$ cat src/rtl/fpu_types_pkg.sv
// Shared half-precision FPU types and constants.
package fpu_types_pkg;
    localparam int unsigned HALF_FLOAT_W    = 16;
    localparam int unsigned FP16_EXP_MAX    = 31;
    localparam int unsigned FP16_BIAS       = 15;
    localparam int unsigned FP16_RAW_EXP_W  = 6;
    localparam int unsigned FP16_RAW_MANT_W = 15;
    // One headroom bit so exp+1 on a right shift and again on a rounding carry never wraps.
    localparam int unsigned FP16_EXT_EXP_W  = FP16_RAW_EXP_W + 1;

    typedef struct packed {
        logic                       sign;
        logic [FP16_EXT_EXP_W-1:0]  exp;
        logic [FP16_RAW_MANT_W-1:0] mant;
    } raw_fp16_t;
endpackage

$ cat src/rtl/fp16_rne_round.sv
// Round-to-nearest-even increment of an extended fp16 mantissa, with carry-out detect.
module fp16_rne_round (
    input  logic [14:0] i_mant,
    output logic [10:0] o_sum,
    output logic        o_carry
);
    logic        w_inc;
    logic [11:0] w_sum;

    always_comb begin
        w_inc = i_mant[2] & (i_mant[1] | i_mant[0] | i_mant[3]);
        w_sum = i_mant[14:3] + {11'b0, w_inc};
    end

    assign o_sum   = w_sum[10:0];
    assign o_carry = w_sum[11];
endmodule

$ cat src/rtl/float_norm_round_16bit.sv
// Normalise, round (RNE) and pack one raw adder sum into binary16.
// Define FP16_SUBNORMAL_EN to pack tiny results as subnormals instead of flushing to zero.
module float_norm_round_16bit
    import fpu_types_pkg::*;
#(
    parameter int unsigned EXP_W     = 5,
    parameter int unsigned FRAC_W    = 10,
    parameter int unsigned RAW_EXP_W = 6
) (
    input  logic                    CLK,
    input  logic                    RST,
    input  logic                    in_valid,
    output logic                    in_ready,
    input  logic                    raw_sign,
    input  logic [RAW_EXP_W-1:0]    raw_exp,
    input  logic [14:0]             raw_mant,
    output logic                    out_valid,
    input  logic                    out_ready,
    output logic [HALF_FLOAT_W-1:0] out_sum,
    output logic                    out_overflow,
    output logic                    out_underflow,
    output logic                    busy
);
    typedef enum logic [1:0] {StIdle, StNorm, StRound, StDone} state_e;

    localparam logic [FP16_EXT_EXP_W-1:0] EXP_ONE = FP16_EXT_EXP_W'(1);
    localparam logic [FP16_EXT_EXP_W-1:0] EXP_SAT = FP16_EXT_EXP_W'(FP16_EXP_MAX);

    state_e                    r_state, w_state_nxt;
    raw_fp16_t                 r_op, w_op_nxt;
    logic                      r_tiny, w_tiny_nxt;
    logic [HALF_FLOAT_W-1:0]   r_out_sum, w_sum_nxt;
    logic                      r_ovf, w_ovf_nxt;
    logic                      r_unf, w_unf_nxt;

    logic [10:0]               w_rnd_sum;
    logic                      w_carry;
    logic [FP16_EXT_EXP_W-1:0] w_exp_rnd;
    logic [FRAC_W-1:0]         w_frac;
    logic [HALF_FLOAT_W-1:0]   w_pack_sum;
    logic                      w_pack_ovf;
    logic                      w_pack_unf;

    fp16_rne_round u_round (
        .i_mant  (r_op.mant),
        .o_sum   (w_rnd_sum),
        .o_carry (w_carry)
    );

    always_comb begin
        w_exp_rnd  = r_op.exp + {{(FP16_EXT_EXP_W-1){1'b0}}, w_carry};
        w_frac     = w_carry ? w_rnd_sum[10:1] : w_rnd_sum[9:0];
        w_pack_ovf = 1'b0;
        w_pack_unf = 1'b0;
        w_pack_sum = {r_op.sign, w_exp_rnd[EXP_W-1:0], w_frac};
        if (r_tiny) begin
            w_pack_unf = 1'b1;
`ifdef FP16_SUBNORMAL_EN
            // Rounding up into the hidden bit yields the smallest normal (exp field 1).
            w_pack_sum = {r_op.sign, {(EXP_W-1){1'b0}}, w_rnd_sum[10], w_frac};
`else
            w_pack_sum = {r_op.sign, {(HALF_FLOAT_W-1){1'b0}}};
`endif
        end else if (w_exp_rnd >= EXP_SAT) begin
            w_pack_ovf = 1'b1;
            w_pack_sum = {r_op.sign, {EXP_W{1'b1}}, {FRAC_W{1'b0}}};
        end
    end

    always_comb begin
        w_state_nxt = r_state;
        w_op_nxt    = r_op;
        w_tiny_nxt  = r_tiny;
        w_sum_nxt   = r_out_sum;
        w_ovf_nxt   = r_ovf;
        w_unf_nxt   = r_unf;
        unique case (r_state)
            StIdle: begin
                if (in_valid) begin
                    w_op_nxt   = '{sign: raw_sign, exp: {1'b0, raw_exp}, mant: raw_mant};
                    w_tiny_nxt = 1'b0;
                    if (raw_mant == '0) begin
                        w_state_nxt = StDone;
                        w_sum_nxt   = {raw_sign, {(HALF_FLOAT_W-1){1'b0}}};
                        w_ovf_nxt   = 1'b0;
                        w_unf_nxt   = 1'b0;
                    end else begin
                        w_state_nxt = StNorm;
                    end
                end
            end
            StNorm: begin
                if (r_op.mant[14]) begin
                    // Keep the shifted-out bit as sticky so RNE ties stay correct.
                    w_op_nxt.mant = {1'b0, r_op.mant[14:2], r_op.mant[1] | r_op.mant[0]};
                    w_op_nxt.exp  = r_op.exp + EXP_ONE;
                    w_state_nxt   = StRound;
                end else if (r_op.mant[13]) begin
                    w_state_nxt = StRound;
                end else if (r_op.exp > EXP_ONE) begin
                    w_op_nxt.mant = {r_op.mant[13:0], 1'b0};
                    w_op_nxt.exp  = r_op.exp - EXP_ONE;
                end else begin
                    w_tiny_nxt  = 1'b1;
                    w_state_nxt = StRound;
                end
            end
            StRound: begin
                w_sum_nxt   = w_pack_sum;
                w_ovf_nxt   = w_pack_ovf;
                w_unf_nxt   = w_pack_unf;
                w_state_nxt = StDone;
            end
            StDone: begin
                if (out_ready) begin
                    w_state_nxt = StIdle;
                end
            end
            default: w_state_nxt = StIdle;
        endcase
    end

    always_ff @(posedge CLK) begin
        if (RST) begin
            r_state   <= StIdle;
            r_op      <= '0;
            r_tiny    <= 1'b0;
            r_out_sum <= '0;
            r_ovf     <= 1'b0;
            r_unf     <= 1'b0;
        end else begin
            r_state   <= w_state_nxt;
            r_op      <= w_op_nxt;
            r_tiny    <= w_tiny_nxt;
            r_out_sum <= w_sum_nxt;
            r_ovf     <= w_ovf_nxt;
            r_unf     <= w_unf_nxt;
        end
    end

    assign in_ready      = (r_state == StIdle);
    assign busy          = (r_state != StIdle);
    assign out_valid     = (r_state == StDone);
    assign out_sum       = r_out_sum;
    assign out_overflow  = r_ovf;
    assign out_underflow = r_unf;
endmodule

$ cat config.mk
export PLATFORM = sky130hd
export DESIGN_NAME = float_norm_round_16bit
export DESIGN_NICKNAME = d
export VERILOG_FILES = /design/src/rtl/fpu_types_pkg.sv /design/src/rtl/fp16_rne_round.sv /design/src/rtl/float_norm_round_16bit.sv
export SDC_FILE = /design/constraint.sdc
export NUM_CORES = 1
export LEC_CHECK = 0
export BUFFER_PORTS_ARGS = -buffer_cell sky130_fd_sc_hd__buf_2
export CORE_UTILIZATION = 30
export CTS_CLUSTER_DIAMETER = 30
export CTS_CLUSTER_SIZE = 40
export DETAILED_ROUTE_END_ITERATION = 12
export SYNTH_ARGS = -nofsm -noshare
export SYNTH_HDL_FRONTEND = slang
export SYNTH_SLANG_ARGS = --single-unit
$ cat constraint.sdc
create_clock -name CLK -period 4.1 [get_ports CLK]
set_clock_uncertainty 0.05 [all_clocks]
set_input_delay 0.205 -clock CLK [delete_from_list [all_inputs] [get_ports CLK]]
set_output_delay 0.205 -clock CLK [all_outputs]
set_load 0.01 [all_outputs]
==> out/qor.yml <==
worst_setup_path:
  reg2reg_from: "r_op[11]$_SDFFE_PP0P_"
  cp_max_fo: 12
  cp-endpoint: "out_sum[9]$_SDFFE_PP0P_"
  startpoint_type: "register"
  crit_family: "simple AND/OR/NAND/NOR gates"
  crit_buf_inv: 1
  cpPeakStageDelay_ps: 570
  crit_start: "r_op[11]$_SDFFE_PP0P_"
  r2r_cells: 10
  worstPathArrival_ps: 3660
  worstPathCellList: "nand4_1 -> nor3_1 -> xnor2_1 -> ha_1 -> nand3_1 -> o21a_1 -> nor3_1 -> nor4_2 -> buf_4 -> a32o_1"
  path_depth: 10
  crit_path_top_delay_cell: "dfxtp_1"
  cp.required_ps: 4250
  r2r-end: "out_sum[9]$_SDFFE_PP0P_"
  crit_path_end_kind: "register"
  path_class: "register to register"
  path_common_cell: "nor3_1"
  r2r_setup_slack_ps: 590
logic_synthesis:
  synth_ff_type: "dfxtp_1"
  syn_nets: 444
  synth_edf_count: 0
  synth.yosys.warnings: 0
  ys_async_sr_fraction_pct: 0
  syn_area_sq_um: 3151
  synth.ff_latch_count: 44
  synth_seq_area_share_pct: 27.96
  synth_cell_type_count: 68
  synthCells: 407
  syn_area_per_cell_sq_um: 7.741
placed_design:
  place_area_sq_um: 3448
  place_hpwl_mm: 6.606
  dp_cells: 558
  port_buffers: 46
  gp_congestion: 0.9249
timing:
  tightestPinTransition_ps: 948.4
  hold_viol: 0
  setup_viol: 0
  min_period_ps: 3512
  timing.fmax_mhz: 284.7
  final.setup.tns_ps: 0
  slew_headroom_pct: 36.77
  rsz0062_at_grt: "no"
  drv_slew: 0
  final.period_utilization_pct: 85.67
  hold_ws_ps: 110.8
routing:
  drtPass1Iterations: 6
  via_count: 3241
  vias_per_cell: 5.726
  antenna_left: 0
  wire_per_inst_microns: 16.71
  drt_wl_total_mm: 9.456
  drtIter0Drc: 226
  drc: 0
die:
  die_h_microns: 104.5
  num_rows: 37
  initial_core_util_pct: 30.79
  io_pins: 47
  chipWidth_microns: 104.5
  coreArea_sq_um: 10230
  die-area_sq_um: 10920
grt:
  grt_pass1_vias: 3073
  antenna_found_initial: 0
  grt_max_degree: 51
  track_usage_pct: 17.76
  grt_pass1_wl_mm: 15.88
  grt_overflow: 0
finish:
  fin_cells: 566
  fin_area_sq_um: 3575
  multiInputGateArea_sq_um: 2047
  num-fill-cells: 1110
  seqCellArea_sq_um: 880.8
  final_nets: 466
  synthToLayoutAreaGrowth_pct: 13.46
  antenna_cells: 0
  drive_gt1_share_pct: 17.21
power:
  netSwitchingPower_w: 0.001154
  power.density_nw_per_um2: 674.1
  p_seq_share_pct: 31.2
  p_leak_nw: 1.340
  internal_power_w: 0.001256
  swShare_pct: 47.89
  power_frac_comb_pct: 53.3
  vdd_ir_drop_max_mv: 0.2505
  p_clk_share_pct: 15.6
worst_hold_path:
  worstHoldPathType: "input port to register"
status:
  run_status: "finished, final reports clean"
clocking:
  clock_latency_ps: 300
  htreeDepth: 2
  cts_tree: "done"
  path_clk_slew_ps: 90
  ctsResizeCount: 0
  postCtsSetupBuffers: 0
  cts.sink_count: 44
  cts_root_buffer: "clkbuf_8"
  clk_path_buf_depth: 2
  cts_hold_buf: 0
  cts_buffers: 5
run:
  maxCapViolCount: 0
-- stage by stage --
stage          power (W)  util [%]  worst slack [ps]
2_1_floorplan   0.001740         -              1110
3_3_place_gp    0.002012     33.70             773.3
3_5_place_dp    0.002017     33.70             645.3
4_1_cts         0.002404     34.94             610.8
5_1_grt         0.002600     34.94             340.2
6_report        0.002410     34.94             587.6
-- cell families after synthesis --
| group | count (synthesis) | share of synthesized area, % |
|---|---|---|
| compound gates | 157 | 35.74 |
| xor+xnor | 13 | 3.614 |
| fa+ha+maj | 11 | 4.368 |
| buf+inv | 53 | 7.069 |
| flops | 44 | 27.96 |
| mux | 4 | 1.390 |
| simple gates | 125 | 19.86 |
-- registers in the layout, summed over array words and instances (netlist names) --
signal and flops:
r_state 2, r_op 23, out_underflow 1, out_sum 16, r_tiny 1, out_overflow 1
-- Yosys cell counts, types with 5 or more instances --
cell,instances,share of area [%]
nand2_1,34,4.1
nand4_1,7,1.4
nor3_1,9,1.4
ha_1,11,4.4
nor2_1,27,3.2
a221o_1,9,2.9
clkbuf_1,33,3.9
xnor2_1,7,1.9
nand3_1,15,2.4
a22o_1,5,1.4
o21ai_0,24,3.8
a21oi_1,42,6.7
dfxtp_1,44,28
nor4_1,5,0.99
o31ai_1,5,1.2
inv_1,11,1.3
o211ai_1,15,3.6
or3_1,5,0.99
xor2_1,6,1.7
-- area by class of cell --
class,instances,share of cell area (%)
clock buffer,7,2.695
multi-input combinational,310,57.26
inverter,12,1.260
tap,136,4.760
clock inverter,1,0.8400
timing repair buffer,56,8.540
sequential,44,24.64
-- power by group through the flow --
stage | logic [W] | registers (W) | clock network (W)
global placement | 0.00127 | 0.000745 | 0
finish | 0.00128 | 0.000751 | 0.000375
detailed placement | 0.00126 | 0.000753 | 0
CTS | 0.00128 | 0.000742 | 0.000386
floorplan | 0.00112 | 0.000618 | 0
global route | 0.00142 | 0.000776 | 0.000406
-- worst reg2reg max path, delay by kind of cell, from the launching register on --
kind	cells	cell delay [ps]
and+or+nand+nor	5	1420
DFF	1	570
AOI/OAI and AO/OA	2	510
xor gates and xnor gates	1	380
adders and majority gates	1	270
buffers and inverters	1	210
-- worst min-delay path by stage --
stage | startpoint | endpoint | depth (start not counted)
2_1_floorplan | raw_sign | r_op[22]$_SDFFE_PP0P_ | 2
3_3_place_gp | r_op[22]$_SDFFE_PP0P_ | r_op[22]$_SDFFE_PP0P_ | 2
3_5_place_dp | r_op[22]$_SDFFE_PP0P_ | r_op[22]$_SDFFE_PP0P_ | 2
4_1_cts | raw_sign | r_op[22]$_SDFFE_PP0P_ | 3
5_1_grt | raw_sign | r_op[22]$_SDFFE_PP0P_ | 3
6_report | raw_sign | r_op[22]$_SDFFE_PP0P_ | 3
-- per-layer routing --
| metal | GRT usage (%) | wire [microns] | vias to the layer above |
|---|---|---|---|
| li1 | - | - | 1586 |
| met1 | 23.89 | 4493 | 1514 |
| met2 | 28.57 | 4277 | 127 |
| met5 | 0 | 0 | - |
| met3 | 3.759 | 566 | 14 |
| met4 | 4.694 | 119 | 0 |
-- cells in the final DEF, fill, tap and decap left out, drive strengths merged, types with 5 or more instances in the layout --
cell type / n
clkbuf: 7
a22o: 5
ha: 11
or3: 5
nor4: 6
dfxtp: 44
nor2: 27
xor2: 6
buf: 56
nand2: 34
nor3: 9
xnor2: 7
nand4: 7
o31ai: 6
nand3: 15
inv: 11
a211oi: 6
a21oi: 42
o211ai: 15
o21ai: 24
a221o: 9
No activity file was read; power rests on OpenSTA's default activity.
